File: config.mk
export PLATFORM = sky130hd
export DESIGN_NAME = seq_1001_gen
export DESIGN_NICKNAME = d
export VERILOG_FILES = /design/src/rtl/seq_1001_gen.sv
export SDC_FILE = /design/constraint.sdc
export NUM_CORES = 1
export LEC_CHECK = 0
export ABC_CLOCK_PERIOD_IN_PS = 4300
export CORE_UTILIZATION = 40
export DETAILED_ROUTE_END_ITERATION = 10
export PLACE_DENSITY = 0.65
export SLEW_MARGIN = 20
export SYNTH_ARGS = -nofsm -noshare
export SYNTH_HDL_FRONTEND = slang
export SYNTH_SLANG_ARGS = --single-unit
File: constraint.sdc
create_clock -name clk -period 4.3 [get_ports clk]
set_clock_uncertainty 0.1 [all_clocks]
set_input_delay 0.86 -clock clk [delete_from_list [all_inputs] [get_ports clk]]
set_output_delay 0.86 -clock clk [all_outputs]
set_load 0.1 [all_outputs]
File: src/rtl/seq_1001_gen.sv
// seq_1001_gen: serial frame burst generator.
// On start (sampled only in IDLE) the 4-bit pattern and the frame count are
// captured, then count+1 frames are shifted out MSB first on 'out', one bit
// per cycle. A one-cycle DONE state follows the last bit and pulses 'done'.
// Optional feature macro: SEQ_GEN_GAP_EN -- when defined, GAP_LEN idle zeros
// are inserted between consecutive frames (GAP state + gap counter). When
// undefined, frames are sent back-to-back and GAP_LEN has no effect.
//
// Handshake: 'start' is a single-cycle request honoured only when the FSM is
// in IDLE; it is ignored while busy=1 and in the DONE cycle. 'busy' is high
// for every cycle that carries frame or gap bits; 'done' is high for exactly
// one cycle after the final bit of a burst and never after a reset abort.
module seq_1001_gen #(
    parameter int GAP_LEN = 2
) (
    input  logic       clk,
    input  logic       rst,
    input  logic       start,
    input  logic [3:0] pattern,
    input  logic [3:0] count,
    output logic       out,
    output logic       busy,
    output logic       done
);

`ifdef SEQ_GEN_GAP_EN
    typedef enum logic [2:0] {
        IDLE = 3'd0,
        B3   = 3'd1,
        B2   = 3'd2,
        B1   = 3'd3,
        B0   = 3'd4,
        GAP  = 3'd5,
        DONE = 3'd6
    } state_t;
`else
    typedef enum logic [2:0] {
        IDLE = 3'd0,
        B3   = 3'd1,
        B2   = 3'd2,
        B1   = 3'd3,
        B0   = 3'd4,
        DONE = 3'd6
    } state_t;
`endif

    state_t     state;
    state_t     state_nxt;
    logic [3:0] pat_q;     // captured frame bits
    logic [3:0] frames_q;  // frames remaining after the current one

`ifdef SEQ_GEN_GAP_EN
    logic [2:0] gap_q;     // gap cycles remaining after the current one
`else
    // GAP_LEN has no function without the gap feature.
    logic [2:0] unused_gap_len;
    assign unused_gap_len = 3'(GAP_LEN);
`endif

    // State register; reset returns to IDLE, which aborts any burst silently.
    always_ff @(posedge clk) begin
        if (rst) begin
            state <= IDLE;
        end else begin
            state <= state_nxt;
        end
    end

    // Captured pattern, frame counter and gap counter.
    always_ff @(posedge clk) begin
        if (rst) begin
            pat_q    <= 4'd0;
            frames_q <= 4'd0;
`ifdef SEQ_GEN_GAP_EN
            gap_q    <= 3'd0;
`endif
        end else begin
            case (state)
                IDLE: begin
                    if (start) begin
                        pat_q    <= pattern;
                        frames_q <= count;
                    end
                end
                B0: begin
                    // Counter stops at zero; zero marks the last frame.
                    if (frames_q != 4'd0) begin
                        frames_q <= frames_q - 4'd1;
`ifdef SEQ_GEN_GAP_EN
                        gap_q    <= 3'(GAP_LEN - 1);
`endif
                    end
                end
`ifdef SEQ_GEN_GAP_EN
                GAP: begin
                    if (gap_q != 3'd0) begin
                        gap_q <= gap_q - 3'd1;
                    end
                end
`endif
                default: ;
            endcase
        end
    end

    // Next-state logic and Moore output decode from the registered state.
    always_comb begin
        state_nxt = state;
        out       = 1'b0;
        busy      = 1'b0;
        done      = 1'b0;
        case (state)
            IDLE: begin
                if (start) state_nxt = B3;
            end
            B3: begin
                out       = pat_q[3];
                busy      = 1'b1;
                state_nxt = B2;
            end
            B2: begin
                out       = pat_q[2];
                busy      = 1'b1;
                state_nxt = B1;
            end
            B1: begin
                out       = pat_q[1];
                busy      = 1'b1;
                state_nxt = B0;
            end
            B0: begin
                out  = pat_q[0];
                busy = 1'b1;
                if (frames_q == 4'd0) begin
                    state_nxt = DONE;
                end else begin
`ifdef SEQ_GEN_GAP_EN
                    state_nxt = GAP;
`else
                    state_nxt = B3;
`endif
                end
            end
`ifdef SEQ_GEN_GAP_EN
            GAP: begin
                busy = 1'b1;
                if (gap_q == 3'd0) state_nxt = B3;
            end
`endif
            DONE: begin
                done      = 1'b1;
                state_nxt = IDLE;
            end
            default: begin
                state_nxt = IDLE;
            end
        endcase
    end

endmodule

## Word level (Yosys, flattened, before mapping)

Index checks and enable logic that the tools add are counted.

| word-level totals | value |
|---|---|
| input bits | 11 |
| output and inout bits | 3 |
| register bits | 11 |

| cells by class | value |
|---|---|
| equal/unequal tests | 7 |
| add/sub/neg operators | 1 |
| multiplexer cells | 9 |
| reductions and logical operators | 7 |

Operators by type and width:

| cell | count |
|---|---|
| $pmux 3 s5 | 1 |
| $mux 4 | 2 |
| $pmux 4 s2 | 1 |
| $eq 3x2->1 const B | 2 |
| $eq 3x3->1 const B | 2 |
| $mux 3 | 2 |
| $logic_not 4->1 | 1 |
| $ne 2x2->1 const B | 2 |
| $pmux 1 s4 | 1 |
| $reduce_bool 4->1 | 1 |
| $reduce_or 4->1 | 1 |
| $sub 4x1->4 const B | 1 |
| $eq 3x1->1 const B | 1 |
| $logic_not 3->1 | 1 |
| $reduce_and 3->1 | 1 |
| $mux 1 | 2 |
| $reduce_and 2->1 | 1 |
| $reduce_bool 2->1 | 1 |

## Longest topological paths before layout

Gate-level depths: netlist of run 1.

| depth | value |
|---|---|
| depth in word-level cells | 3 |
| gate-level depth with buffers | 5 |
| mapped depth without buffers | 5 |

## Worst setup path after synthesis of run 1

Ideal clock, no wire load.

| path | value |
|---|---|
| kind | register to output |
| from | register state[1] |
| to | output out |
| cell stages (with the launch flop) | 5 |
| arrival time | 2,282 ps |
| buffers on the path | 1 |
| required time | 3,340 ps |
| slack | 1,058 ps |
| cell sequence | dfxtp_1 -> buf_2 -> nor2b_1 -> a2bb2oi_1 -> o22ai_1 |

| on the way | value |
|---|---|
| longest elaborated chain between the ends | 2 |

RTL lines:

| element | line | text |
|---|---|---|
| start: declaration | 47 | `state_t state;` |
| start signal: assignment | 65 | `state <= state_nxt;` |
| $eq 3x3->1, or another cell as far along | 112 | `case (state)` |
| $pmux 1 s4 * | 112 |  |
| end: declaration | 21 | `output logic out,` |

Every way passes the cells marked *; elsewhere a longest branch is shown, timed or not.

## Final worst setup path of run 1

| path | value |
|---|---|
| from | register state[2] |
| to | output done |

| on the way | value |
|---|---|
| longest elaborated chain between the ends | 2 |

RTL lines:

| element | line | text |
|---|---|---|
| $eq 3x3->1 | 112 |  |
| $mux 1 | 112 |  |
| end: declaration | 23 | `output logic done` |

Every way passes these cells.

==> summary.txt, run 1 <==
Pwr
  • Leakage: 0.298 nW
  • Maximum VDD drop: 0.177 mV
  • Internal Pwr Total: 0.182 mW
  • Switching Fraction: 34.4%
  • Sw power: 0.0954 mW
  • Gate power share: 29.3%
  • Cell Pwr Density: 345 nW/µm²
  • Seq pwr share: 44.6%
  • Power share of the clock group: 26.1%

STA
  • Final-report hold violation count: 0
  • Final period utilization: 74.3%
  • Pins over their slew limit: 0
  • Final Critical Period: 3.19 ns
  • Final worst setup slack: 1.11 ns
  • Fmax: 313 MHz
  • Fin Hold WS: 0.396 ns
  • Final setup fails: 0
  • RSZ-0062 raised after global routing: no
  • Max-slew headroom: 35.7%
  • Total negative slack: 0 ns
  • Slew @ Worst Pin: 0.962 ns

Clock tree
  • TritonCTS sink count: 11
  • CTS Buffer Depth: 2
  • CTS root buffer: clkbuf_4
  • Setup repair bufs after CTS: 0
  • Skew-Pair Late Insertion Delay: 0.27 ns
  • CTS buffer count: 3
  • Cts hold-fix bufs: 0
  • CTS tree: done
  • Clock slew at reported path FFs: 0.07 ns
  • Post-CTS Resized: 0
  • Max H-tree Level: 1

Yosys
  • Syn avg cell area: 8.95 µm²
  • Flip-flop and latch count after synthesis: 11
  • Synth Warn #: 0
  • Syn_nets: 85
  • Register area share after synthesis: 33.7%
  • Mapped cell area: 653 µm²
  • Cells after Synth: 73
  • Synth cell types: 33

Setup path
  • CP arrival: 2.23 ns
  • Crit path max fanout: 16
  • Reg2reg end: frames_q[1]
  • Setup CP Type: flip-flop to output port
  • Reg2Reg Depth: 5
  • CP Depth: 3
  • Required time of the worst setup path: 3.34 ns
  • Crit-path slowest cell: clkdlybuf4s50_1
  • R2R Setup Slk: 2.44 ns
  • CP Buf/Inv Count: 1
  • Top delay family on crit path: buffers and inverters
  • FF-to-FF Start: frames_q[0]
  • Endpoint class of the critical path: output port
  • Worst Setup Start Kind: flip-flop
  • Max incr delay on CP: 1.13 ns
  • Cell-by-cell trace of the critical path: nand2_1 -> nor2_1 -> clkdlybuf4s50_1

Layout
  • Commonest non-fill, non-tap cell in the layout: clkdlybuf4s50_1
  • Area grow syn2layout: 23.2%
  • Share of cells above drive strength 1: 10.6%
  • Antenna Cells: 0
  • Final cell count without fillers: 101
  • Most frequent cells in the layout: clkdlybuf4s50_1, dfxtp_1, nor2_1
  • Nets: 98

Floorplanning
  • Die height: 42.4 µm
  • Chip Width: 42.4 µm
  • I/O pin cnt: 14
  • Row cnt: 14
  • Initial core utilization: 42.9%
  • Die area: 1800 µm²
  • Core ar.: 1520 µm²

Placement
  • Inst Count DP: 97
  • PortBufs: 13
  • DP HPWL: 979 µm
  • Dpl ws: 1.41 ns
  • Placer Congestion: 0.719

Drt
  • DRT Pass-1 Iters: 4
  • DRT iter0 DRCs: 6
  • M1 wire length: 615 µm
  • DR WL met2: 643 µm
  • Routed WL per cell: 13.0 µm
  • Post-DR vias/cell: 5.67
  • DR DRC count: 0
  • Routed Wire Length: 1.32 mm
  • Vias: 573
  • ANT nets after route: 0
  • Met3 routed WL: 46 µm
  • Top sig layer: met4

Global route
  • Vias in the first global route: 528
  • Gr ovfl total: 0
  • Initial antenna violation count: 0
  • First-pass GRT wire length: 2.33 mm
  • Total Routing Usage GR: 17.5%
  • Largest net degree at the start of global routing: 17

Hold path
  • Hold endpoint: pat_q[3]
  • Hold Crit Class: flip-flop to flip-flop
  • Worst Hold Path Cells: 2
  • Hold Crit Start: pat_q[3]

Status
  • Outcome: finished clean

Flow run
  • Max cap viols: 0
[power by group through the flow]
stage | clock network, mW | logic (mW) | registers [mW]
2_1_floorplan | 0 | 0.0689 | 0.118
3_3_place_gp | 0 | 0.0811 | 0.126
3_5_place_dp | 0 | 0.0817 | 0.126
4_1_cts | 0.0777 | 0.0819 | 0.124
5_1_grt | 0.0813 | 0.0885 | 0.126
6_report | 0.0723 | 0.0812 | 0.124
[synthesized netlist by cell type, drive strengths merged]
library cell  number  share of area (%)
nor4b              2                3.6
o22ai              1               0.96
a2bb2oi            1                1.3
a22oi              1                1.1
nor4               1               0.96
o311a              1                1.5
nand2b             1               0.96
xnor2              1                1.3
o311ai             1                1.3
nor3b              2                2.3
dfxtp             11                 34
and2               1               0.96
a31oi              1               0.96
or2                1               0.96
nor2               9                5.2
o31ai              2                3.1
buf                4                3.1
clkbuf             1               0.57
o32ai              2                2.7
or4                1                1.7
or4b               2                3.1
or3                1               0.96
mux2i              7                 11
and4bb             1                2.5
nor2b              3                2.9
inv                6                3.4
ha                 1                1.9
nor3               1               0.77
o21ai              2                1.5
nand2              2                1.1
a2111oi            2                2.7
[cells by family after synthesis]
| logic type | Yosys count | synth area share [%] |
|---|---|---|
| compound gates | 14 | 17.2 |
| flops | 11 | 33.7 |
| fa+ha+maj | 1 | 1.92 |
| mux | 7 | 10.7 |
| simple gates | 28 | 28.0 |
| buf+inv | 11 | 7.09 |
| xor+xnor | 1 | 1.34 |
[worst max path at each step]
stage,start,to
2_1_floorplan,state[1],out
3_3_place_gp,state[1],busy
3_5_place_dp,state[1],busy
4_1_cts,state[1],busy
5_1_grt,state[1],busy
6_report,state[2],done
[area by class of cell]
cell class              count  area, µm²
fillers                   148        719
well taps                  16       20.0
clock buffers               3       22.5
flip-flops and latches     11        220
clock inverters             1       5.00
repair buffers             13        128
multi-input cells          51        387
inverters                   6       22.5
[per-layer routing]
layer	GRT usage, %	vias up
met5	0	-
met4	5.63	0
met3	7.76	2
met2	28.3	8
met1	20.6	268
li1	-	295
[state kept, by name (all words and copies together) (netlist names)]
name,count
state,3
frames_q,4
pat_q,4
[worst register-to-register path: cells and delay by family, from the launching register on]
kind                     cells  cell delay (ns)
AND/OR/NAND/NOR              2             0.75
flip-flops                   1             0.40
adder cells (fa/ha/maj)      1             0.24
AO/OA/AOI/OAI                1             0.24
buffers and inverters        1             0.06
[per-stage QoR]
stage | utilization (%) | instance area (µm²) | power, mW
after floorplan | - | 653 | 0.187
after global placement | 51.0 | 777 | 0.207
after detailed placement | 51.0 | 777 | 0.208
after CTS | 52.8 | 805 | 0.283
after global routing | 52.8 | 805 | 0.296
final | 52.8 | 805 | 0.277
Note: power is estimated with default switching activity, not from simulation.
==> run 2, diff against run 1 <==
--- a/config.mk
+++ b/config.mk
@@ -5,7 +5,7 @@
 export SDC_FILE = /design/constraint.sdc
 export NUM_CORES = 1
 export LEC_CHECK = 0
-export ABC_CLOCK_PERIOD_IN_PS = 4300
+export ABC_CLOCK_PERIOD_IN_PS = 3100
 export CORE_UTILIZATION = 40
 export DETAILED_ROUTE_END_ITERATION = 10
 export PLACE_DENSITY = 0.65
==> constraint.sdc (replaced) <==
create_clock -name clk -period 3.1 [get_ports clk]
set_clock_uncertainty 0.1 [all_clocks]
set_input_delay 0.62 -clock clk [delete_from_list [all_inputs] [get_ports clk]]
set_output_delay 0.62 -clock clk [all_outputs]
set_load 0.1 [all_outputs]
==> run 2 against run 1 <==
Flip-flop and latch count is the same. Via count rose by 1.7%. Clock power rose by 41%. First-iteration DRC count down 17%. Critical path type unchanged. Setup slack worse by 0.39 ns. Non-clock buffer count unchanged. Register-to-register slack lost 1.2 ns.
==> summary.txt, run 2 (synthesis gave the netlist of run 1 again) <==
Flow run
  • Max cap viols: 0 (unchanged)

STA
  • Final setup fails: 0 (unchanged)
  • Final worst setup slack: 0.716 ns (-0.390 ns)
  • Total negative slack: 0 ns (unchanged)
  • Max-slew headroom: 60.4% (+25 points)
  • Final-report hold violation count: 0 (unchanged)
  • Final period utilization: 76.9%
  • Slew @ Worst Pin: 0.593 ns (-0.370 ns)
  • Pins over their slew limit: 0 (unchanged)
  • Fmax: 420 MHz
  • Fin Hold WS: 0.409 ns (+0.0133 ns)
  • Final Critical Period: 2.38 ns
  • RSZ-0062 raised after global routing: no

Setup path
  • Max incr delay on CP: 0.56 ns (-0.57 ns)
  • CP arrival: 1.66 ns (-0.57 ns)
  • Setup CP Type: flip-flop to output port
  • Crit path max fanout: 12 (-4)
  • Cell-by-cell trace of the critical path: nor2b_1 -> a2bb2oi_1 -> o22ai_1 -> buf_4
  • Crit-path slowest cell: dfxtp_1
  • Worst Setup Start Kind: flip-flop
  • Required time of the worst setup path: 2.38 ns (-0.96 ns)
  • Endpoint class of the critical path: output port

Layout
  • Share of cells above drive strength 1: 12.9% (+2.4 points)
  • Most frequent cells in the layout: dfxtp_1, clkdlybuf4s50_1, nor2_1
  • Area grow syn2layout: 22.4%
  • Post-Route Utilization: 52.5% (-0.33 points)
  • Final cell count without fillers: 101 (unchanged)
  • Nets: 98 (unchanged)
  • Regs by FF count: frames_q: 4 flops, pat_q: 4 flops, state: 3 flops
  • Antenna Cells: 0 (unchanged)
  • Commonest non-fill, non-tap cell in the layout: dfxtp_1
  • Final Instance Area: 800 µm² (-0.62%)

Global route
  • Met3 GRT Util: 7.76% (unchanged)
  • First-pass GRT wire length: 2.36 mm (+1.5%)
  • Total Routing Usage GR: 17.9% (+0.43 points)
  • Largest net degree at the start of global routing: 17 (unchanged)
  • Met1 GRT Util: 22.1% (+1.5 points)
  • Gr ovfl total: 0 (unchanged)
  • Initial antenna violation count: 0 (unchanged)
  • Met2 usage: 27.1% (-1.2 points)
  • Vias in the first global route: 544 (+3.0%)
  • Layer with the highest usage: met2

Placement
  • Placer Congestion: 0.743 (+3.3%)
  • Inst Count DP: 97 (unchanged)
  • Dpl ws: 0.803 ns (-0.609 ns)
  • PortBufs: 13 (unchanged)
  • DP HPWL: 1.01 mm (+3.2%)
  • Placed cell area: 772 µm² (-0.64%)

Clock tree
  • Skew-Pair Late Insertion Delay: 0.28 ns (about the same)
  • Cts hold-fix bufs: 0 (unchanged)
  • Setup repair bufs after CTS: 0 (unchanged)
  • CTS root buffer: clkbuf_4
  • Max H-tree Level: 1 (unchanged)
  • CTS tree: done
  • CTS Buffer Depth: 2 (unchanged)
  • CTS buffer count: 3 (unchanged)
  • Post-CTS Resized: 0 (unchanged)
  • TritonCTS sink count: 11 (unchanged)
  • Clock slew at reported path FFs: 0.07 ns (about the same)

Drt
  • Vias: 583 (+1.7%)
  • Routed Wire Length: 1.37 mm (+3.7%)
  • Post-DR vias/cell: 5.77 (+1.7%)
  • DRT iter0 DRCs: 5 (-1)
  • DR DRC count: 0 (unchanged)
  • ANT nets after route: 0 (unchanged)
  • DRT Pass-1 Iters: 4 (unchanged)
  • Routed WL per cell: 13.5 µm (+3.7%)

Pwr
  • PnR Total Power: 0.387 mW (+40%)
  • Leakage: 0.301 nW (+1.1%)
  • Maximum VDD drop: 0.357 mV (+100%)
  • Cell Pwr Density: 484 nW/µm² (+41%)

Status
  • Outcome: finished clean

Floorplanning
  • Die height: 42.4 µm (unchanged)
  • Die area: 1800 µm² (unchanged)
  • Initial core utilization: 42.9% (unchanged)
  • Row cnt: 14 (unchanged)
  • I/O pin cnt: 14 (unchanged)
  • Core ar.: 1520 µm² (unchanged)
  • Chip Width: 42.4 µm (unchanged)

Hold path
  • Hold Crit Class: flip-flop to flip-flop
==> run 2: cell count changes in the layout (fill, tap and decap cells not counted), sizes merged <==
cell	before	now
buf	1	3
clkdlybuf4s50	12	10
==> run 2: layout make-up <==
| cell class | instances | area (µm²) |
|---|---|---|
| inverters | 6 | 22.5 |
| clock buffers | 3 | 22.5 |
| multi-input cells | 51 | 387 |
| well taps | 16 | 20.0 |
| flip-flops and latches | 11 | 220 |
| fillers | 144 | 724 |
| repair buffers | 13 | 123 |
| clock inverters | 1 | 5.00 |
==> run 2: worst max-delay path: cells and delay by family, from the launching register on <==
| family | cells | cell delay, ns |
|---|---|---|
| compound gates | 2 | 0.23 |
| flops | 1 | 0.56 |
| buf+inv | 1 | 0.31 |
| simple gates | 1 | 0.28 |
==> run 2: path summary, 6_finish.rpt <==
check	start	to	slack, ns	cells after the start
worst max register to register	frames_q[0]	frames_q[1]	1.25	5
worst max-delay path	state[1]	out	0.72	4
worst min register to register	pat_q[0]	pat_q[0]	0.41	2
worst min-delay path	pat_q[0]	pat_q[0]	0.41	2
==> run 2: report_power, final <==
part,internal [mW],switching [mW],total [mW]
Clock,0.0480,0.0542,0.102
Sequential,0.154,0.0187,0.173
Combinational,0.0496,0.0629,0.112
Total,0.252,0.136,0.387
==> run 2: layer usage <==
| metal | share of wire (%) | vias to the layer above | wire length [µm] |
|---|---|---|---|
| met4 | 1.4 | 0 | 19 |
| met5 | 0 | - | 0 |
| li1 | - | 291 | - |
| met3 | 4.0 | 2 | 55 |
| met2 | 46 | 9 | 632 |
| met1 | 48 | 281 | 658 |
==> run 3, diff against run 2 <==
--- a/config.mk
+++ b/config.mk
@@ -5,7 +5,7 @@
 export SDC_FILE = /design/constraint.sdc
 export NUM_CORES = 1
 export LEC_CHECK = 0
-export ABC_CLOCK_PERIOD_IN_PS = 3100
+export ABC_CLOCK_PERIOD_IN_PS = 2200
 export CORE_UTILIZATION = 40
 export DETAILED_ROUTE_END_ITERATION = 10
 export PLACE_DENSITY = 0.65
==> constraint.sdc (replaced) <==
create_clock -name clk -period 2.2 [get_ports clk]
set_clock_uncertainty 0.1 [all_clocks]
set_input_delay 0.44 -clock clk [delete_from_list [all_inputs] [get_ports clk]]
set_output_delay 0.44 -clock clk [all_outputs]
set_load 0.1 [all_outputs]
==> run 3 against run 2 <==
Final cell count rose by 4.0%. First-iteration DRC count rose by 60%. Non-clock buffer count rose by 4. Flip-flop and latch count did not move. Core utilization rose by 5.5 points. Clock-buffer cell count rose by 1. Register-to-register slack got worse by 0.90 ns. Final area rose by 10%. Global-route usage fell by 1.0 points. Setup slack got worse by 0.53 ns.
==> summary.txt, run 3 (synthesis gave the netlist of run 1 again) <==
STA
  • Total negative slack: 0 ns (unchanged)
  • Final setup fails: 0 (unchanged)
  • Final worst setup slack: 0.181 ns (-0.535 ns)
  • Max-slew headroom: 67.8% (+7.4 points)
  • Pins over their slew limit: 0 (unchanged)
  • Final Critical Period: 2.02 ns
  • Final-report hold violation count: 0 (unchanged)
  • RSZ-0062 raised after global routing: no
  • Final period utilization: 91.8%
  • Fmax: 495 MHz
  • Slew @ Worst Pin: 0.471 ns (-0.121 ns)

Pwr
  • Maximum VDD drop: 0.440 mV (+23%)
  • Leakage: 0.336 nW (+11%)
  • Cell Pwr Density: 634 nW/µm² (+31%)

Placement
  • DP HPWL: 982 µm (-2.8%)
  • PortBufs: 13 (unchanged)
  • Dpl ws: 0.302 ns (-0.500 ns)
  • Placer Congestion: 0.824 (+11%)

Setup path
  • Crit path max fanout: 12 (unchanged)
  • Endpoint class of the critical path: output port
  • Worst Setup Start Kind: flip-flop
  • Cell-by-cell trace of the critical path: nor2b_1 -> a2bb2oi_1 -> o22ai_2 -> buf_12
  • Required time of the worst setup path: 1.66 ns (-0.72 ns)
  • CP arrival: 1.48 ns (-0.18 ns)
  • Max incr delay on CP: 0.45 ns (-0.11 ns)
  • R2R Setup Slk: 0.35 ns (-0.90 ns)
  • FF-to-FF Start: frames_q[0]
  • Crit-path slowest cell: dfxtp_2
  • Top delay family on crit path: flip-flops
  • Reg2Reg Depth: 5 (unchanged)
  • Setup CP Type: flip-flop to output port
  • CP Buf/Inv Count: 1 (unchanged)
  • Reg2reg end: frames_q[1]
  • CP Depth: 4 (unchanged)

Clock tree
  • CTS buffer count: 3 (unchanged)
  • TritonCTS sink count: 11 (unchanged)
  • CTS tree: done
  • Skew-Pair Late Insertion Delay: 0.26 ns (-0.02 ns)
  • Max H-tree Level: 1 (unchanged)
  • Clock slew at reported path FFs: 0.07 ns (about the same)
  • Cts hold-fix bufs: 0 (unchanged)
  • CTS Buffer Depth: 2 (unchanged)
  • Setup repair bufs after CTS: 0 (unchanged)
  • CTS root buffer: clkbuf_4

Drt
  • Post-DR vias/cell: 5.59 (-3.1%)
  • DR DRC count: 0 (unchanged)
  • Routed Wire Length: 1.33 mm (-2.7%)
  • Vias: 587 (+0.69%)
  • DRT Pass-1 Iters: 3 (-1)
  • DRT iter0 DRCs: 8 (+3)
  • Routed WL per cell: 12.6 µm (-6.4%)
  • ANT nets after route: 0 (unchanged)

Hold path
  • Worst Hold Path Cells: 2 (unchanged)
  • Hold endpoint: pat_q[3]
  • Hold Crit Class: flip-flop to flip-flop
  • Hold Crit Start: pat_q[3]

Global route
  • First-pass GRT wire length: 2.26 mm (-4.1%)
  • Gr ovfl total: 0 (unchanged)
  • Vias in the first global route: 550 (+1.1%)
  • Largest net degree at the start of global routing: 13 (-4)
  • Total Routing Usage GR: 16.9% (-1.0 points)
  • Initial antenna violation count: 0 (unchanged)

Flow run
  • Max cap viols: 0 (unchanged)

Floorplanning
  • Chip Width: 42.4 µm (unchanged)
  • Die height: 42.4 µm (unchanged)
  • Die area: 1800 µm² (unchanged)
  • Row cnt: 14 (unchanged)
  • Core ar.: 1520 µm² (unchanged)
  • Initial core utilization: 42.9% (unchanged)
  • I/O pin cnt: 14 (unchanged)

Layout
  • Share of cells above drive strength 1: 20.2% (+7.3 points)
  • Fillcell total: 145 (+0.69%)
  • Regs by FF count: frames_q: 4 flops, pat_q: 4 flops, state: 3 flops
  • Area grow syn2layout: 35.2%
  • Most frequent cells in the layout: dfxtp_1, clkdlybuf4s50_1, nor2_1
  • Nets: 102 (+4.1%)
  • Antenna Cells: 0 (unchanged)

Status
  • Outcome: finished clean
## run 3: where the power goes
group	total [mW]	switching [mW]	internal [mW]
combinational	0.185	0.0940	0.0908
clock	0.132	0.0617	0.0700
sequential	0.243	0.0256	0.218
## run 3: final cells by class
cell class | instances | area, µm² | area share (%)
multi-input combinational | 51 | 403 | 45.6
sequential | 11 | 221 | 25.1
timing repair buffer | 17 | 190 | 21.5
clock buffer | 4 | 26.3 | 2.97
inverter | 6 | 22.5 | 2.55
tap | 16 | 20.0 | 2.27
## run 3: metal layers
metal,up-vias,part of all wire [%],global-route usage [%]
met3,2,5.3,6.47
met1,268,45,19.9
met5,-,0,0
met4,0,0.98,5.63
li1,304,-,-
met2,13,49,28.0
## run 3: how the worst max path moves through the flow
| stage | endpoint | startpoint | slack, ns |
|---|---|---|---|
| after floorplan | out | state[1] | 0.04 |
| after global placement | frames_q[1] | start | 0.32 |
| after detailed placement | frames_q[1] | start | 0.30 |
| after CTS | out | state[1] | 0.01 |
| after global routing | out | state[1] | 0.04 |
| final | out | state[1] | 0.18 |
## run 3: metrics by stage
| stage | utilization (%) | hold slack [ns] | power (mW) | instance area, µm² | instances |
|---|---|---|---|---|---|
| after detailed placement | 56.2 | 0.383 | 0.433 | 856 | 101 |
| after CTS | 57.9 | 0.399 | 0.572 | 882 | 105 |
| final | 58.0 | 0.392 | 0.560 | 883 | 105 |
| after global routing | 58.0 | 0.436 | 0.600 | 883 | 105 |
| after floorplan | - | 0.360 | 0.371 | 669 | 73 |
| after global placement | 56.2 | 0.374 | 0.433 | 856 | 101 |
## run 3: worst register-to-register path, cell delays in order (launching register included)
cell and delay (ns):
dfxtp_1 0.40, inv_1 0.07, ha_1 0.24, and4bb_4 0.24
or4_4 0.50, o31ai_2 0.23
## run 3: repair_timing
item / in CTS / in global routing
endpoints found under the setup margin: 0 / 1
gates resized for setup: 0 / 1
endpoints found under the hold margin: 0 / 0
